[src/rtl/uart_pkg.sv]
// Shared UART definitions: FSM state encoding (common to rx and tx) and
// the bit-period helper used to derive baud timing from the clock rate.
package uart_pkg;

   typedef enum logic [2:0] {
      IDLE   = 3'd0,
      START  = 3'd1,
      DATA   = 3'd2,
      PARITY = 3'd3,
      STOP   = 3'd4,
      DONE   = 3'd5
   } uart_state_e;

   // Clock cycles per bit, truncated toward zero.
   function automatic int unsigned calc_period(input int unsigned clk_freq,
                                               input int unsigned baud_rate);
      return clk_freq / baud_rate;
   endfunction

endpackage

[src/rtl/sync_2ff.sv]
// Two-flop synchronizer for a single asynchronous input; the reset value is
// a parameter so idle-high lines such as UART rx come out of reset idle.
module sync_2ff #(
   parameter logic RST_VAL = 1'b0
) (
   input  logic clk,
   input  logic rst,
   input  logic d,
   output logic q
);

   logic meta;

   always_ff @(posedge clk) begin
      if (rst) begin
         meta <= RST_VAL;
         q    <= RST_VAL;
      end else begin
         meta <= d;
         q    <= meta;
      end
   end

endmodule

[src/rtl/uart_rx.sv]
// UART receiver: 8N1-style framing with a ready/valid output holding register.
// Define UART_RX_PARITY_EN to add one even-parity bit after the data bits.
module uart_rx
   import uart_pkg::*;
#(
   parameter int unsigned CLK_FREQ  = 50000000,
   parameter int unsigned BAUD_RATE = 9600,
   parameter int unsigned DATA_BITS = 8,
   parameter int unsigned STOP_BITS = 1
) (
   input  logic                 clk,
   input  logic                 rst,
   input  logic                 rx,
   output logic [DATA_BITS-1:0] data,
   output logic                 data_valid,
   input  logic                 data_ready,
   output logic                 frame_err,
   output logic                 overrun,
   output logic                 parity_err
);

   localparam int unsigned PERIOD = calc_period(CLK_FREQ, BAUD_RATE);
   localparam int unsigned HALF   = PERIOD / 2;
   localparam int unsigned CNT_W  = $clog2(PERIOD) + 1;
   localparam int unsigned BIT_W  = $clog2(DATA_BITS + 2) + 1;

   logic                 rxs;
   uart_state_e          state, state_nxt;
   logic [CNT_W-1:0]     cnt, cnt_nxt;
   logic [BIT_W-1:0]     bit_idx, bit_idx_nxt;
   logic [DATA_BITS-1:0] shreg, shreg_nxt;
   logic                 frame_err_c;
   logic                 cnt_full_c;
   logic                 transfer_c;

`ifdef UART_RX_PARITY_EN
   logic par_bad, par_bad_nxt;
   logic parity_err_c;
`endif

   sync_2ff #(
      .RST_VAL (1'b1)
   ) u_sync (
      .clk (clk),
      .rst (rst),
      .d   (rx),
      .q   (rxs)
   );

   assign cnt_full_c = (cnt == CNT_W'(PERIOD - 1));
   assign transfer_c = data_valid & data_ready;

   // State, bit timing and shift register.
   always_ff @(posedge clk) begin
      if (rst) begin
         state     <= IDLE;
         cnt       <= '0;
         bit_idx   <= '0;
         shreg     <= '0;
         frame_err <= 1'b0;
`ifdef UART_RX_PARITY_EN
         par_bad    <= 1'b0;
         parity_err <= 1'b0;
`endif
      end else begin
         state     <= state_nxt;
         cnt       <= cnt_nxt;
         bit_idx   <= bit_idx_nxt;
         shreg     <= shreg_nxt;
         frame_err <= frame_err_c;
`ifdef UART_RX_PARITY_EN
         par_bad    <= par_bad_nxt;
         parity_err <= parity_err_c;
`endif
      end
   end

   // Next-state, counter and sampling decisions.
   always_comb begin
      state_nxt   = state;
      cnt_nxt     = cnt;
      bit_idx_nxt = bit_idx;
      shreg_nxt   = shreg;
      frame_err_c = 1'b0;
`ifdef UART_RX_PARITY_EN
      par_bad_nxt  = par_bad;
      parity_err_c = 1'b0;
`endif

      case (state)
         IDLE: begin
            cnt_nxt     = '0;
            bit_idx_nxt = '0;
`ifdef UART_RX_PARITY_EN
            par_bad_nxt = 1'b0;
`endif
            if (!rxs) begin
               state_nxt = START;
            end
         end

         // Re-check the start bit at its midpoint to reject short glitches.
         START: begin
            if (cnt == CNT_W'(HALF - 1)) begin
               cnt_nxt   = '0;
               state_nxt = rxs ? IDLE : DATA;
            end else begin
               cnt_nxt = cnt + CNT_W'(1);
            end
         end

         DATA: begin
            if (cnt_full_c) begin
               cnt_nxt   = '0;
               shreg_nxt = DATA_BITS'({rxs, shreg} >> 1);
               if (bit_idx == BIT_W'(DATA_BITS - 1)) begin
                  bit_idx_nxt = '0;
`ifdef UART_RX_PARITY_EN
                  state_nxt = PARITY;
`else
                  state_nxt = STOP;
`endif
               end else begin
                  bit_idx_nxt = bit_idx + BIT_W'(1);
               end
            end else begin
               cnt_nxt = cnt + CNT_W'(1);
            end
         end

`ifdef UART_RX_PARITY_EN
         // Even parity: the parity bit equals the XOR of the data bits.
         PARITY: begin
            if (cnt_full_c) begin
               cnt_nxt   = '0;
               state_nxt = STOP;
               if (rxs != ^shreg) begin
                  parity_err_c = 1'b1;
                  par_bad_nxt  = 1'b1;
               end
            end else begin
               cnt_nxt = cnt + CNT_W'(1);
            end
         end
`endif

         STOP: begin
            if (cnt_full_c) begin
               cnt_nxt = '0;
               if (!rxs) begin
                  frame_err_c = 1'b1;
                  state_nxt   = IDLE;
               end else if (bit_idx == BIT_W'(STOP_BITS - 1)) begin
                  bit_idx_nxt = '0;
`ifdef UART_RX_PARITY_EN
                  state_nxt = par_bad ? IDLE : DONE;
`else
                  state_nxt = DONE;
`endif
               end else begin
                  bit_idx_nxt = bit_idx + BIT_W'(1);
               end
            end else begin
               cnt_nxt = cnt + CNT_W'(1);
            end
         end

         DONE: begin
            state_nxt = IDLE;
         end

         default: begin
            state_nxt = IDLE;
         end
      endcase
   end

   // Output holding register; a new word beats a pending handshake drop.
   always_ff @(posedge clk) begin
      if (rst) begin
         data       <= '0;
         data_valid <= 1'b0;
         overrun    <= 1'b0;
      end else if (state == DONE) begin
         data       <= shreg;
         data_valid <= 1'b1;
         if (data_valid) begin
            overrun <= ~data_ready;
         end
      end else if (transfer_c) begin
         data_valid <= 1'b0;
         overrun    <= 1'b0;
      end
   end

`ifndef UART_RX_PARITY_EN
   assign parity_err = 1'b0;
`endif

endmodule

[config.mk]
export PLATFORM = sky130hd
export DESIGN_NAME = uart_rx
export DESIGN_NICKNAME = d
export VERILOG_FILES = /design/src/rtl/uart_pkg.sv /design/src/rtl/sync_2ff.sv /design/src/rtl/uart_rx.sv
export SDC_FILE = /design/constraint.sdc
export NUM_CORES = 1
export LEC_CHECK = 0
export ABC_CLOCK_PERIOD_IN_PS = 2350
export CORE_MARGIN = 3
export CORE_UTILIZATION = 54
export CTS_BUF_LIST = sky130_fd_sc_hd__clkbuf_16
export DETAILED_ROUTE_END_ITERATION = 12
export GPL_TIMING_DRIVEN = 0
export PLACE_DENSITY = 0.77
export SLEW_MARGIN = 10
export SYNTH_ARGS = -nofsm -noshare
export SYNTH_HDL_FRONTEND = slang
export SYNTH_SLANG_ARGS = --single-unit
[constraint.sdc]
create_clock -name clk -period 2.35 [get_ports clk]
set_input_delay 0.705 -clock clk [delete_from_list [all_inputs] [get_ports clk]]
set_output_delay 0.705 -clock clk [all_outputs]
set_load 0.005 [all_outputs]
* Word level (Yosys, flattened, before mapping)
Index checks and enable logic that the tools add are counted.
** Storage, ports and cells
- Register bits :: 43
- Bits of input ports :: 4
- Output and inout bits :: 12
- Word-level logic and storage cells :: 65
** Cells by class
- Add/sub/neg operators :: 2
- Eq/ne operators :: 15
- Muxes and demuxes :: 23
- Bitwise operators :: 4
- Reduce and logical (&&, ||, !) cells :: 11
** Operator list (number)
- 14-bit case mux with 3 select lines :: 1
- 14-bit two-way mux :: 2
- 5-bit two-way mux :: 5
- 3-bit two-way mux :: 7
- 5-bit case mux with 3 select lines :: 1
- 14-bit by 1-bit adder with 14-bit output, second input constant :: 1
- 14-bit by 12-bit == test with 1-bit output, second input constant :: 1
- 14-bit by 13-bit == test with 1-bit output, second input constant :: 1
- 2-bit != test, second input constant :: 6
- 3-bit case mux with 4 select lines :: 1
- 3-bit == test, second input constant :: 2
- 6-bit AND reduction :: 1
- 3-bit nonzero test :: 2
- 5-bit by 1-bit adder with 5-bit output, second input constant :: 1
- 5-bit by 3-bit == test with 1-bit output, second input constant :: 1
- 5-bit logical NOT :: 1
- 1-bit two-way mux :: 5
- 2-bit AND reduction :: 2
- 4-bit AND reduction :: 1
- 3-bit by 1-bit == test with 1-bit output, second input constant :: 1
- 3-bit by 2-bit == test with 1-bit output, second input constant :: 1
- 3-bit logical NOT :: 1
- 3-bit != test, second input constant :: 1
- 1-bit NOT :: 3
- other kinds (6) :: 6

* Longest topological paths before layout
- Depth after elaboration :: 5
- Mapped depth :: 8
- Mapped depth without buffers :: 7

* Hierarchy
From an unflattened synthesis, not the netlist that was laid out.
** Unflattened totals
- Cell total of the unflattened synthesis :: 244
- Area total of the unflattened synthesis :: 2105.8 sq um
** Modules (own cells, without submodules)
- uart_rx :: instances 1, cells an instance 240, area an instance 2053.2 sq um, seq. area each 820.8 sq um
- sync_2ff :: instances 1, cells an instance 4, area an instance 52.6 sq um, seq. area each 40.0 sq um

* Worst setup path before layout
Ideal clock, no wire load.
- Path kind :: reg2reg
- Start point :: register cnt[0]
- End point :: register state[2]
- Library setup time :: 0.133 ns
- Arrival :: 1.809 ns
- Data required time :: 2.217 ns
- Setup slack :: 0.408 ns
- Cell stages (with the launch flop) :: 9
- Buffers on the path :: 2
- Clock period less this slack :: 1.942 ns
- Cell sequence :: dfxtp_1 -> ha_1 -> nor4b_4 -> nand4_1 -> a32o_2 -> buf_2 -> buf_2 -> o21ai_0 -> a31oi_1
** Between the ends
- Cells in the longest elaborated chain, start to end :: 3
- Elaborated cells between the ends (all ways) :: 6
- Those cells by class :: 5 x eq/ne; 1 x reduce/logical
** Ends and longest elaborated chain
- start, declared :: RTL line uart_rx.sv:29 : logic [CNT_W-1:0] cnt, cnt_nxt;
- start signal, assigned :: RTL line uart_rx.sv:67 : cnt <= cnt_nxt;
- 14-bit by 12-bit == test with 1-bit output or 14-bit by 13-bit == test with 1-bit output (tied branches) :: RTL line uart_rx.sv:104, uart_rx.sv:50
- 2-bit != test (no line)
- 6-bit AND reduction (no line) (*)
- end signal, assigned :: RTL line uart_rx.sv:66 : state <= state_nxt;
- end, declared :: RTL line uart_rx.sv:28 : uart_state_e state, state_nxt;
Every way passes the cells marked *; elsewhere a longest branch is shown, timed or not.
A chain may end at the register's enable or synchronous reset.

* Worst setup path in the final report
- Start point :: register cnt[0]
- End point :: register cnt[1]
** Between the ends
- Cells in the longest elaborated chain, start to end :: 3
- Elaborated cells between the ends (all ways) :: 6
- Those cells by class :: 1 x add/sub; 2 x eq/ne; 3 x mux
** Ends and longest elaborated chain
- 14-bit by 1-bit adder with 14-bit output, or another cell as far along :: RTL line uart_rx.sv:108, uart_rx.sv:127, uart_rx.sv:164
- 14-bit two-way mux, on equally long branches :: RTL line uart_rx.sv:113, uart_rx.sv:148, uart_rx.sv:104
- 14-bit case mux with 3 select lines (*) :: RTL line uart_rx.sv:90 : case (state)
Marks and branches as above.

==> results.py <==
metrics = {
    "critical_path": {
        "critPathRequiredTime_ps": 2510,
        "crit_fanout": 10,
        "path_cells": "ha_2 -> nor4b_4 -> nand4_1 -> a32o_2 -> buf_2 -> buf_2 -> a22oi_1 -> nor2_1",
        "crit_type": "register to register",
        "slowest_stage": "dfxtp_2",
        "rrSetupSlack_ps": 160,
        "r2r_cells": 8,
        "worst_setup_path_end_kind": "register",
        "rr_startpoint": "cnt[0]",
        "crit_path_start_kind": "register",
        "path_common_cell": "buf_2",
        "r2r-end": "cnt[1]",
        "worst_ep_arrival_time_ps": 2350,
        "max_stage_delay_ps": 370,
    },
    "synth": {
        "synth_ff_type": "dfxtp_1",
        "synth.top_cells.by_count": "43 x dfxtp_1, 24 x nand2_1, 23 x a21oi_1",
        "async_flop_share_pct": 0,
        "syn_inst": 242,
        "synth_edf_count": 0,
        "ys_warn_count": 0,
        "synth_area_leaders": "dfxtp_1 42%, a21oi_1 5.6%, a311oi_1 5.1%",
        "avgSynthCellArea_sq_um": 8.55,
        "yosysMostFrequentCell": "dfxtp_1",
        "synth_fp_nets": 249,
        "synth_top_area_share_pct": 41.6,
        "synth_top_area_cell": "dfxtp_1",
        "ys_seq_area_share_pct": 41.6,
        "ys_types": 44,
        "syn_area_sq_um": 2070,
        "synth-seq-cells": 43,
    },
    "clock_tree": {
        "cts.htree.levels": 2,
        "cts_buffers": 5,
        "clockBufferDepth": 2,
        "root_buffer": "clkbuf_16",
        "hold_buffers": 0,
        "cts_sinks": 43,
        "clk_pin_slew_worst_paths_ps": 60,
        "tritoncts": "built",
        "clkLatencyLatePin_ps": 290,
        "cts_setup_buffers": 0,
    },
    "sta": {
        "maxSlewHeadroom_pct": 46.3,
        "fin_tns_setup_ps": 0,
        "clock_skew_ps": 4.60,
        "hold_viol": 0,
        "rsz0062_at_grt": "false",
        "setup_viol": 0,
        "tightest_slew_ps": 801,
        "period_share_pct": 93.4,
        "max_freq_mhz": 456,
        "min_period_ps": 2190,
        "slew_viol_final": 0,
    },
    "routing": {
        "via_per_inst": 5.94,
        "drtIter0Drc": 127,
        "dr.pass1.iters": 4,
        "drc_errors": 0,
        "wl_per_cell_um": 14.2,
        "vias": 1836,
        "finalWirelength_mm": 4.39,
        "ant_nets": 0,
    },
    "power_and_ir_drop": {
        "finalPower_mw": 1.80,
        "p_per_area_nw_per_um2": 746,
        "p_sw_share_pct": 30.1,
        "combPwrFrac_pct": 19.5,
        "clockPowerShare_pct": 37.5,
        "p_switching_uw": 542,
        "power.share.sequential_pct": 43.0,
        "p_leak_nw": 0.795,
        "intPower_mw": 1.26,
        "ir_drop_v": 0.000621,
    },
    "flow_run": {
        "cap_violations": 0,
    },
    "layout": {
        "nNetsFinal": 269,
        "utilization_pct": 68.6,
        "synthToLayoutAreaGrowth_pct": 16.7,
        "layout-drive-gt1-share_pct": 10.3,
        "diodes": 0,
    },
    "global_route": {
        "grt_max_degree": 15,
        "track_usage_pct": 22.0,
        "grt_antenna_before_repair": 0,
        "overflow": 0,
        "grt_pass1_wl_mm": 7.61,
        "grt_pass1_vias": 1645,
    },
    "place": {
        "place_congestion": 0.833,
        "dp_hpwl_mm": 3.02,
        "port_buffers": 13,
    },
    "floorplanning": {
        "dieHeight_um": 67.9,
        "initial_core_util_pct": 58.8,
        "core_sq_um": 3520,
        "die-area_sq_um": 4610,
        "io_pins": 16,
        "die_x_um": 67.9,
        "rows": 21,
    },
    "min_path": {
        "hp-start": "u_sync.meta",
        "min_to": "u_sync.q",
        "hold_depth": 1,
        "min_path_type": "register to register",
    },
    "outcome": {
        "status": "finished clean",
    },
}
==> repair_timing <==
action / 4_1_cts / 5_1_grt
endpoints found under the hold margin: 0 / 0
endpoints found under the setup margin: 0 / 19
gates resized for setup: 0 / 5
==> placed cells by master (no fill, tap or decap), drive strengths merged, types with 6 or more instances in the layout <==
cell	instances
nor2	17
nand3	18
mux2i	8
clkdlybuf4s50	13
inv	9
o21ai	9
a21oi	23
a311oi	12
buf	8
nor3	6
dfxtp	43
clkbuf	15
a41oi	6
nand2	24
==> cell type report <==
| type | instances | area (sq um) |
|---|---|---|
| buffer | 18 | 85.1 |
| inverter | 9 | 33.8 |
| multi-input combinational | 172 | 1100 |
| fill | 306 | 1100 |
| clock inverter | 3 | 20.0 |
| clock buffer | 5 | 125 |
| timing repair buffer | 13 | 130 |
| sequential | 43 | 863 |
| tap | 46 | 57.6 |
==> worst max path at each step <==
stage | start | endpoint | slack (ps) | cells after the start
finish | cnt[0] | cnt[1] | 160 | 8
global route | state[1] | cnt[5] | 10 | 8
floorplan | cnt[0] | state[2] | 410 | 8
detailed placement | cnt[0] | shreg[7] | 120 | 6
global placement | cnt[0] | shreg[3] | 140 | 6
CTS | cnt[0] | shreg[7] | 90 | 6
==> metrics by stage <==
step                      hold slack [ps]  instances  instance area (sq um)  worst slack [ps]
final                                 415        309                   2420               156
after global routing                  440        309                   2420              13.7
after CTS                             422        309                   2400              92.2
after detailed placement              407        301                   2260               120
after global placement                391        301                   2260               143
after floorplan                       389        242                   2070               408
==> kinds of logic (layout without fill, tap and decap cells) <==
kind of cell    Yosys count  in the layout  share of synthesized area [%]
simple gates             94             94                           24.8
compound gates           66             66                           22.0
flops                    43             43                           41.6
buf+inv                  27             48                           5.74
mux                       8              8                           3.87
fa+ha+maj                 3              3                           1.81
other cells               1              1                          0.181
==> registers in the layout, summed over array words and instances (netlist names), 3 cells and up <==
name / flops
bit_idx: 5
cnt: 14
data: 8
shreg: 8
state: 3
==> routing by layer <==
layer | up-vias | part of all wire, % | global-route usage, %
li1 | 930 | - | -
met1 | 852 | 48 | 29.5
met2 | 45 | 45 | 33.3
met3 | 9 | 4.3 | 3.94
met4 | 0 | 2.4 | 12.4
met5 | - | 0 | 0
==> power groups by stage <==
| stage | clock network [mW] | logic [mW] | registers [mW] |
|---|---|---|---|
| global placement | 0 | 0.339 | 0.787 |
| finish | 0.677 | 0.351 | 0.774 |
| detailed placement | 0 | 0.342 | 0.787 |
| CTS | 0.687 | 0.348 | 0.771 |
| floorplan | 0 | 0.266 | 0.781 |
| global route | 0.719 | 0.401 | 0.777 |
==> worst max-delay path, delay by kind of cell (launching register included) <==
| kind | cells | cell delay [ps] |
|---|---|---|
| buffers and inverters | 2 | 400 |
| DFF | 1 | 370 |
| adders and majority gates | 1 | 240 |
| and+or+nand+nor | 3 | 530 |
| AOI/OAI and AO/OA | 2 | 530 |
Note: power is estimated with default switching activity, not from simulation.
